--- src/rtl/uart_prog_loader.sv ---
// UART program loader: deserialises frames on i_RX while i_Load is high and
// writes each good word to program memory at an auto-incrementing address.
module uart_prog_loader #(
  parameter int BAUD_DIV  = 24,
  parameter int DATA_W    = 8,
  parameter int ADDR_W    = 5,
  parameter int PARITY    = 0,
  parameter int STOP_BITS = 1
) (
  input  logic              i_Clk,
  input  logic              i_Reset,
  input  logic              i_Load,
  input  logic              i_RX,
  output logic              o_Wr_en,
  output logic [ADDR_W-1:0] o_Wr_addr,
  output logic [DATA_W-1:0] o_Wr_data,
  output logic              o_Busy,
  output logic              o_Done,
  output logic              o_FE,
  output logic              o_PE,
  output logic [ADDR_W:0]   o_Word_count
);

  localparam logic [15:0]   BIT_LAST  = 16'(BAUD_DIV - 1);
  localparam logic [15:0]   HALF_LAST = 16'(BAUD_DIV / 2 - 1);
  localparam logic [3:0]    DATA_LAST = 4'(DATA_W - 1);
  localparam logic [3:0]    STOP_LAST = 4'(STOP_BITS - 1);
  localparam logic [ADDR_W:0] LAST_CNT = {1'b0, {ADDR_W{1'b1}}};

  typedef enum logic [2:0] {
    S_IDLE, S_START, S_DATA, S_PAR, S_STOP, S_WRITE
  } state_t;

  state_t              r_state, w_next;
  logic                r_sync1, r_sync2, r_loadD;
  logic [15:0]         r_baud;
  logic [3:0]          r_bitCnt;
  logic [DATA_W-1:0]   r_shift;
  logic                r_bad, r_fe, r_pe;
  logic [ADDR_W-1:0]   r_addr;
  logic [ADDR_W:0]     r_count;

  logic w_rx, w_loadRise, w_bitTick, w_midStart, w_full, w_parExp;

  assign w_rx       = r_sync2;
  assign w_loadRise = i_Load & ~r_loadD;
  assign w_bitTick  = (r_baud == BIT_LAST);
  assign w_midStart = (r_baud == HALF_LAST);
  assign w_full     = r_count[ADDR_W];
  assign w_parExp   = (PARITY == 2) ? ~(^r_shift) : ^r_shift;

  // Dropping Load aborts any frame in flight, but a WRITE already under way completes
  always_comb begin
    w_next = r_state;
    case (r_state)
      S_IDLE:  if (i_Load && !w_rx) w_next = S_START;
      S_START: if (w_midStart) w_next = w_rx ? S_IDLE : S_DATA;
      S_DATA:  if (w_bitTick && r_bitCnt == DATA_LAST)
                 w_next = (PARITY != 0) ? S_PAR : S_STOP;
      S_PAR:   if (w_bitTick) w_next = S_STOP;
      S_STOP:  if (w_bitTick && r_bitCnt == STOP_LAST)
                 w_next = (!r_bad && w_rx && !w_full) ? S_WRITE : S_IDLE;
      S_WRITE: w_next = S_IDLE;
      default: w_next = S_IDLE;
    endcase
    if (!i_Load && r_state != S_WRITE) w_next = S_IDLE;
  end

  always_ff @(posedge i_Clk) begin
    if (i_Reset) begin
      r_state  <= S_IDLE;
      r_sync1  <= 1'b1;
      r_sync2  <= 1'b1;
      r_loadD  <= 1'b0;
      r_baud   <= '0;
      r_bitCnt <= '0;
      r_shift  <= '0;
      r_bad    <= 1'b0;
      r_fe     <= 1'b0;
      r_pe     <= 1'b0;
      r_addr   <= '0;
      r_count  <= '0;
    end else begin
      r_sync1 <= i_RX;
      r_sync2 <= r_sync1;
      r_loadD <= i_Load;
      r_state <= w_next;

      // Baud and bit counters restart on every state change
      if (w_next != r_state || r_state == S_IDLE || w_bitTick) r_baud <= '0;
      else r_baud <= r_baud + 16'd1;

      if (w_next != r_state) r_bitCnt <= '0;
      else if (w_bitTick)    r_bitCnt <= r_bitCnt + 4'd1;

      if (r_state == S_IDLE) r_bad <= 1'b0;
      if (r_state == S_DATA && w_bitTick) r_shift <= {w_rx, r_shift[DATA_W-1:1]};
      if (r_state == S_PAR && w_bitTick && w_rx != w_parExp) begin
        r_bad <= 1'b1;
        r_pe  <= 1'b1;
      end
      if (r_state == S_STOP && w_bitTick && !w_rx) begin
        r_bad <= 1'b1;
        r_fe  <= 1'b1;
      end

      // A new load session clears the sticky flags and the write pointer
      if (w_loadRise) begin
        r_fe    <= 1'b0;
        r_pe    <= 1'b0;
        r_addr  <= '0;
        r_count <= '0;
      end else if (r_state == S_WRITE) begin
        r_addr  <= r_addr + 1'b1;
        r_count <= r_count + 1'b1;
      end
    end
  end

  assign o_Wr_en      = (r_state == S_WRITE);
  assign o_Wr_addr    = r_addr;
  assign o_Wr_data    = r_shift;
  assign o_Busy       = (r_state == S_START) || (r_state == S_DATA) ||
                        (r_state == S_PAR)   || (r_state == S_STOP);
  assign o_Done       = w_full || (o_Wr_en && r_count == LAST_CNT);
  assign o_FE         = r_fe;
  assign o_PE         = r_pe;
  assign o_Word_count = r_count;

endmodule

--- config.mk ---
export PLATFORM = sky130hd
export DESIGN_NAME = uart_prog_loader
export DESIGN_NICKNAME = d
export VERILOG_FILES = /design/src/rtl/uart_prog_loader.sv
export SDC_FILE = /design/constraint.sdc
export NUM_CORES = 1
export LEC_CHECK = 0
export ABC_AREA = 0
export BUFFER_PORTS_ARGS = -buffer_cell sky130_fd_sc_hd__buf_2
export CAP_MARGIN = 0
export CORE_ASPECT_RATIO = 0.75
export CORE_MARGIN = 2
export CORE_UTILIZATION = 60
export CTS_BUF_LIST = sky130_fd_sc_hd__clkbuf_8
export CTS_CLUSTER_SIZE = 28
export DETAILED_ROUTE_END_ITERATION = 10
export PLACE_DENSITY = 0.82
export REMOVE_ABC_BUFFERS = 1
export SYNTH_ARGS = -nofsm -noshare
export SYNTH_HDL_FRONTEND = slang
export SYNTH_SLANG_ARGS = --single-unit
--- constraint.sdc ---
create_clock -name i_Clk -period 2.4 [get_ports i_Clk]
set_input_delay 0.12 -clock i_Clk [delete_from_list [all_inputs] [get_ports i_Clk]]
set_output_delay 0.12 -clock i_Clk [all_outputs]
set_load 0.05 [all_outputs]
# Word level (Yosys, flattened, before mapping)
# Cells that the tools add are included.
[totals]
elab_cells = 71
inputBits = 4
mem_bits_ro = 0
latchBits = 0
mem_bits_rw = 0
mem_count = 0
ff_bits = 48
[classes]
n_bitwise = 2
reduce_logical = 29
n_mul = 0
magnitude_cmp = 0
n_eq_ne = 12
n_div = 0
n_mux = 12
shift = 0
add_sub_neg = 4
[op_table]
columns = ["operator", "n"]
rows = [
  ["$mux 3", 7],
  ["$add 16x1->16 const B", 1],
  ["$eq 16x4->1 const B", 1],
  ["$eq 16x5->1 const B", 1],
  ["$pmux 3 s5", 1],
  ["$logic_and 1x1->1", 12],
  ["$reduce_xor 8->1", 1],
  ["$add 6x1->6 const B", 1],
  ["$eq 3x2->1 const B", 2],
  ["$eq 3x3->1 const B", 2],
  ["$eq 6x5->1 const B", 1],
  ["$logic_or 1x1->1", 6],
  ["$reduce_or 2->1", 3],
  ["$add 5x1->5 const B", 1],
  ["$add 4x1->4 const B", 1],
  ["$eq 4x3->1 const B", 1],
  ["$logic_not 1->1", 4],
  ["$logic_not 4->1", 1],
  ["$eq 3x1->1 const B", 1],
  ["$logic_not 3->1", 1],
  ["$mux 1", 3],
  ["$ne 3x3->1", 1],
  ["$ne 3x3->1 const B", 1],
  ["$reduce_bool 3->1", 1],
  ["other kinds (4)", 4],
]

# Depth between registers and ports, before layout
[logic_depth]
depth_word = 11
ltp_mapped = 7
mapped_depth_nobuf = 6

# Worst setup path after synthesis
# Ideal clock, no wire load.
[synth_path]
path_type = "flip-flop to flip-flop"
start = "reg r_baud[0]"
end = "reg r_shift[3], in the netlist o_Wr_data[3]"
stages_incl_launch_ff = 7
arrival_time_ns = 1.766
slack_ns = 0.518
period_less_slack_ns = 1.882
t_required_ns = 2.284
cell_sequence = "dfxtp_1 -> ha_1 -> nor4b_4 -> nand4_4 -> nor3_4 -> mux2i_1 -> nor2_1"
[synth_via]
elab_chain_len = 2
[synth_rtl]
columns = ["element", "line_no", "source"]
rows = [
  ["start: declaration", "36", "logic [15:0] r_baud;"],
  ["start signal: assignment", "91", "else r_baud <= r_baud + 16'd1;"],
  ["$eq 16x5->1", "47", "assign w_bitTick = (r_baud == BIT_LAST);"],
  ["$logic_and 1x1->1", "97", "if (r_state == S_DATA && w_bitTick) r_shift <= {w_rx, r_shift[DATA_W-1:1]};"],
  ["end signal: assignment", "97", ""],
  ["end: declaration", "38", "logic [DATA_W-1:0] r_shift;"],
]
# No other way between the ends.
# A chain may end at the register's enable or synchronous reset.

# Final worst setup path
[layout_path]
start = "reg r_baud[0]"
end = "reg r_shift[1], in the netlist o_Wr_data[1]"
# Same word-level chain as after synthesis.

==> impl_metrics.tcl <==
set metrics [dict create \
    drt-wirelength-per-cell_um 13.61 \
    final.min_clock_period_ps 2196 \
    initial_core_util 0.6360 \
    worst_pin_slew_ps 976.5 \
    fillCellCount 292 \
    postRouteWirelength_um 4452 \
    dominantRegCellSynth "sky130_fd_sc_hd__dfxtp_1" \
    power_mw 1.471 \
    pin_count 28 \
    worst_clock_skew_ps 7.643 \
    yosys_warnings 0 \
    largest_net_degree_at_the_start_of_global_routing 21 \
    number_of_flops_mapped_to_enable_cells_by_yosys 0 \
    gp_routability_congestion 0.8693 \
    num_vias 1781 \
    antenna_violations_before_repair 0 \
    postCtsSetupRepairBufs 0 \
    detailedPlacementHpwl_um 3172 \
    timing.critical_path.slowest_cell_delay_ps 440 \
    finalMaxSlewViolations 0 \
    number_of_cells_produced_by_synthesis 245 \
    tritoncts_num_sinks 48 \
    rows 19 \
    cts_resized 0 \
    ctsHtreeMaxLevel 2 \
    globalRouteTotalUtil 0.2154 \
    worst_setup_path_start_kind "register" \
    postSynthAreaPerCell_um2 9.627 \
    layout-drive-gt1-share 0.2291 \
    areaGrowthSynthToFinish_pct 13.10 \
    unrepaired_setup_endpoints_after_global_routing "no" \
    remaining_antenna_violation_count 0 \
    final.setup.tns_ps 0 \
    max_cap_viol_count 0 \
    setup_ws_ps 204.4 \
    p_per_area_nw_per_um2 551.4 \
    outcome "finished clean" \
    antenna-diode-count 0 \
    core_region_area_um2 3709 \
    synth_top_cells_by_area "sky130_fd_sc_hd__dfxtp_1 (41%), sky130_fd_sc_hd__nor3_2 (6.8%), sky130_fd_sc_hd__xnor2_1 (6.3%)" \
    final-hold-violation-count 0 \
    placement.setup.worst_slack_ps 210.4 \
    die-width_um 76.40 \
    critPathMaxFanout 10 \
    hold_class "in2reg" \
    fmaxAchievable_mhz 455.5 \
    most-common-layout-cells "sky130_fd_sc_hd__dfxtp_1 (48), sky130_fd_sc_hd__nor2_1 (31), sky130_fd_sc_hd__buf_2 (27)" \
    hold_buffers 0 \
    grt_first_pass_wirelength_um 7776 \
    critical_path.endpoint_type "register" \
    first_pass_iters 4 \
    cpMaxStageDelayCell "sky130_fd_sc_hd__nor3_4" \
    max-clock-path-buffers 2 \
    dieHeight_um 58.30 \
    layout.cells.most_common "sky130_fd_sc_hd__dfxtp_1" \
    post-synth-top-area-cell "sky130_fd_sc_hd__dfxtp_1" \
    synthDominantCellAreaShare 0.4074 \
    tritoncts "built" \
    cts_root_buffer "sky130_fd_sc_hd__clkbuf_8" \
    io_buffers 27 \
    cpLargestDelayFamily "simple AND/OR/NAND/NOR gates" \
    synth_area_um2 2359 \
    criticalPathCategory "reg2reg" \
    nNetsFinal 283 \
    floorplan.die_area_um2 4453 \
    cts_buffers 5 \
    globalRoute.totalOverflow 0 \
    vias_per_cell 5.446 \
    route.detailed.drc 0 \
    asyncSetResetFlopFracSynth 0 \
    cellLeakagePower_nw 0.9761 \
    flops_latches_synth 48 \
    first_global_vias 1710 \
    synth_sequential_area_ratio 0.4074 \
    synth_cell_types 40 \
    min_period_over_period 0.9148 \
    detailed_router_s_first_iteration_violation_count 99 \
    timing.critical_path.buf_inv 0 \
    setup_viol 0 \
    worst_slew_margin_rel 0.3466 \
    worstPathCellList "ha_1 > nor4b_4 > nand4_4 > nor3_4 > mux2i_1 > nor2_1" \
    critical_path_required_ps 2580 \
    clk_pin_slew_worst_paths_ps 90 \
    clk_latency_worst_skew_pair_ps 290 \
    crit_arrival_ps 2370 \
    vdd_ir_drop_max_mv 0.4010 \
]
## cell usage after synthesis, drive strengths merged, types with 5 or more instances
cell type,number
a21oi,10
buf,7
dfxtp,48
ha,5
inv,7
mux2i,12
nand2,16
nand3,11
nand4,7
nor2,31
nor3,21
nor4,5
o21ai,5
xnor2,17
xor2,15
## path summary, 6_finish.rpt
path	startpoint	to	slack (ps)	cells past startpoint
worst min-delay path	i_RX	r_sync1$_SDFF_PP1_	8	2
worst max register to register	r_baud[0]$_SDFF_PP0_	o_Wr_data[1]$_SDFFE_PP0P_	200	6
worst min register to register	r_sync1$_SDFF_PP1_	r_sync2$_SDFF_PP1_	410	1
worst max-delay path	r_baud[0]$_SDFF_PP0_	o_Wr_data[1]$_SDFFE_PP0P_	200	6
## flip-flops by register name (all words and copies together) (netlist names), 3 cells and up
signal and cells:
o_Word_count 6, o_Wr_addr 5, o_Wr_data 8, r_baud 16, r_bitCnt 4, r_state 3
## where the power goes
group	internal (mW)	switching (mW)	leakage [nW]
Clock	0.368	0.256	0.0645
Sequential	0.798	0.00263	0.387
Combinational	0.0165	0.0298	0.524
Total	1.18	0.288	0.976
## final cells by class
class                      count  area, um^2  share of cell area
clock buffer                   7       96.34             0.03612
clock inverter                 1       30.03             0.01126
inverter                       7       26.28            0.009850
multi-input combinational    182        1319              0.4944
sequential                    48       960.9              0.3602
tap                           52       65.06             0.02439
timing repair buffer          30       170.2             0.06379
## cells by family (layout without fill, tap and decap cells)
| group | Yosys count | count (layout) | share of synthesized area |
|---|---|---|---|
| flops | 48 | 48 | 0.4074 |
| mux | 12 | 12 | 0.05093 |
| fa+ha+maj | 5 | 5 | 0.02653 |
| simple gates | 112 | 112 | 0.3045 |
| buf+inv | 15 | 45 | 0.03342 |
| xor+xnor | 33 | 33 | 0.1284 |
| compound gates | 20 | 20 | 0.04881 |
## metal layers
layer / vias to the layer above / track usage / part of all wire
met5: - / 0 / 0
met4: 0 / 0.03896 / 0.0043
met3: 2 / 0.04601 / 0.041
met2: 42 / 0.3388 / 0.43
met1: 837 / 0.3140 / 0.52
li1: 900 / - / -
## per-stage QoR
stage	hold slack (ps)	util	instances	area (um^2)
6_report	7.606	0.7193	327	2668
5_1_grt	8.744	0.7193	327	2668
4_1_cts	2.977	0.7193	327	2668
3_5_place_dp	307.9	0.6852	319	2541
3_3_place_gp	304.3	0.6852	319	2541
2_1_floorplan	189.1	-	237	2306
No activity file was read; power rests on OpenSTA's default activity.
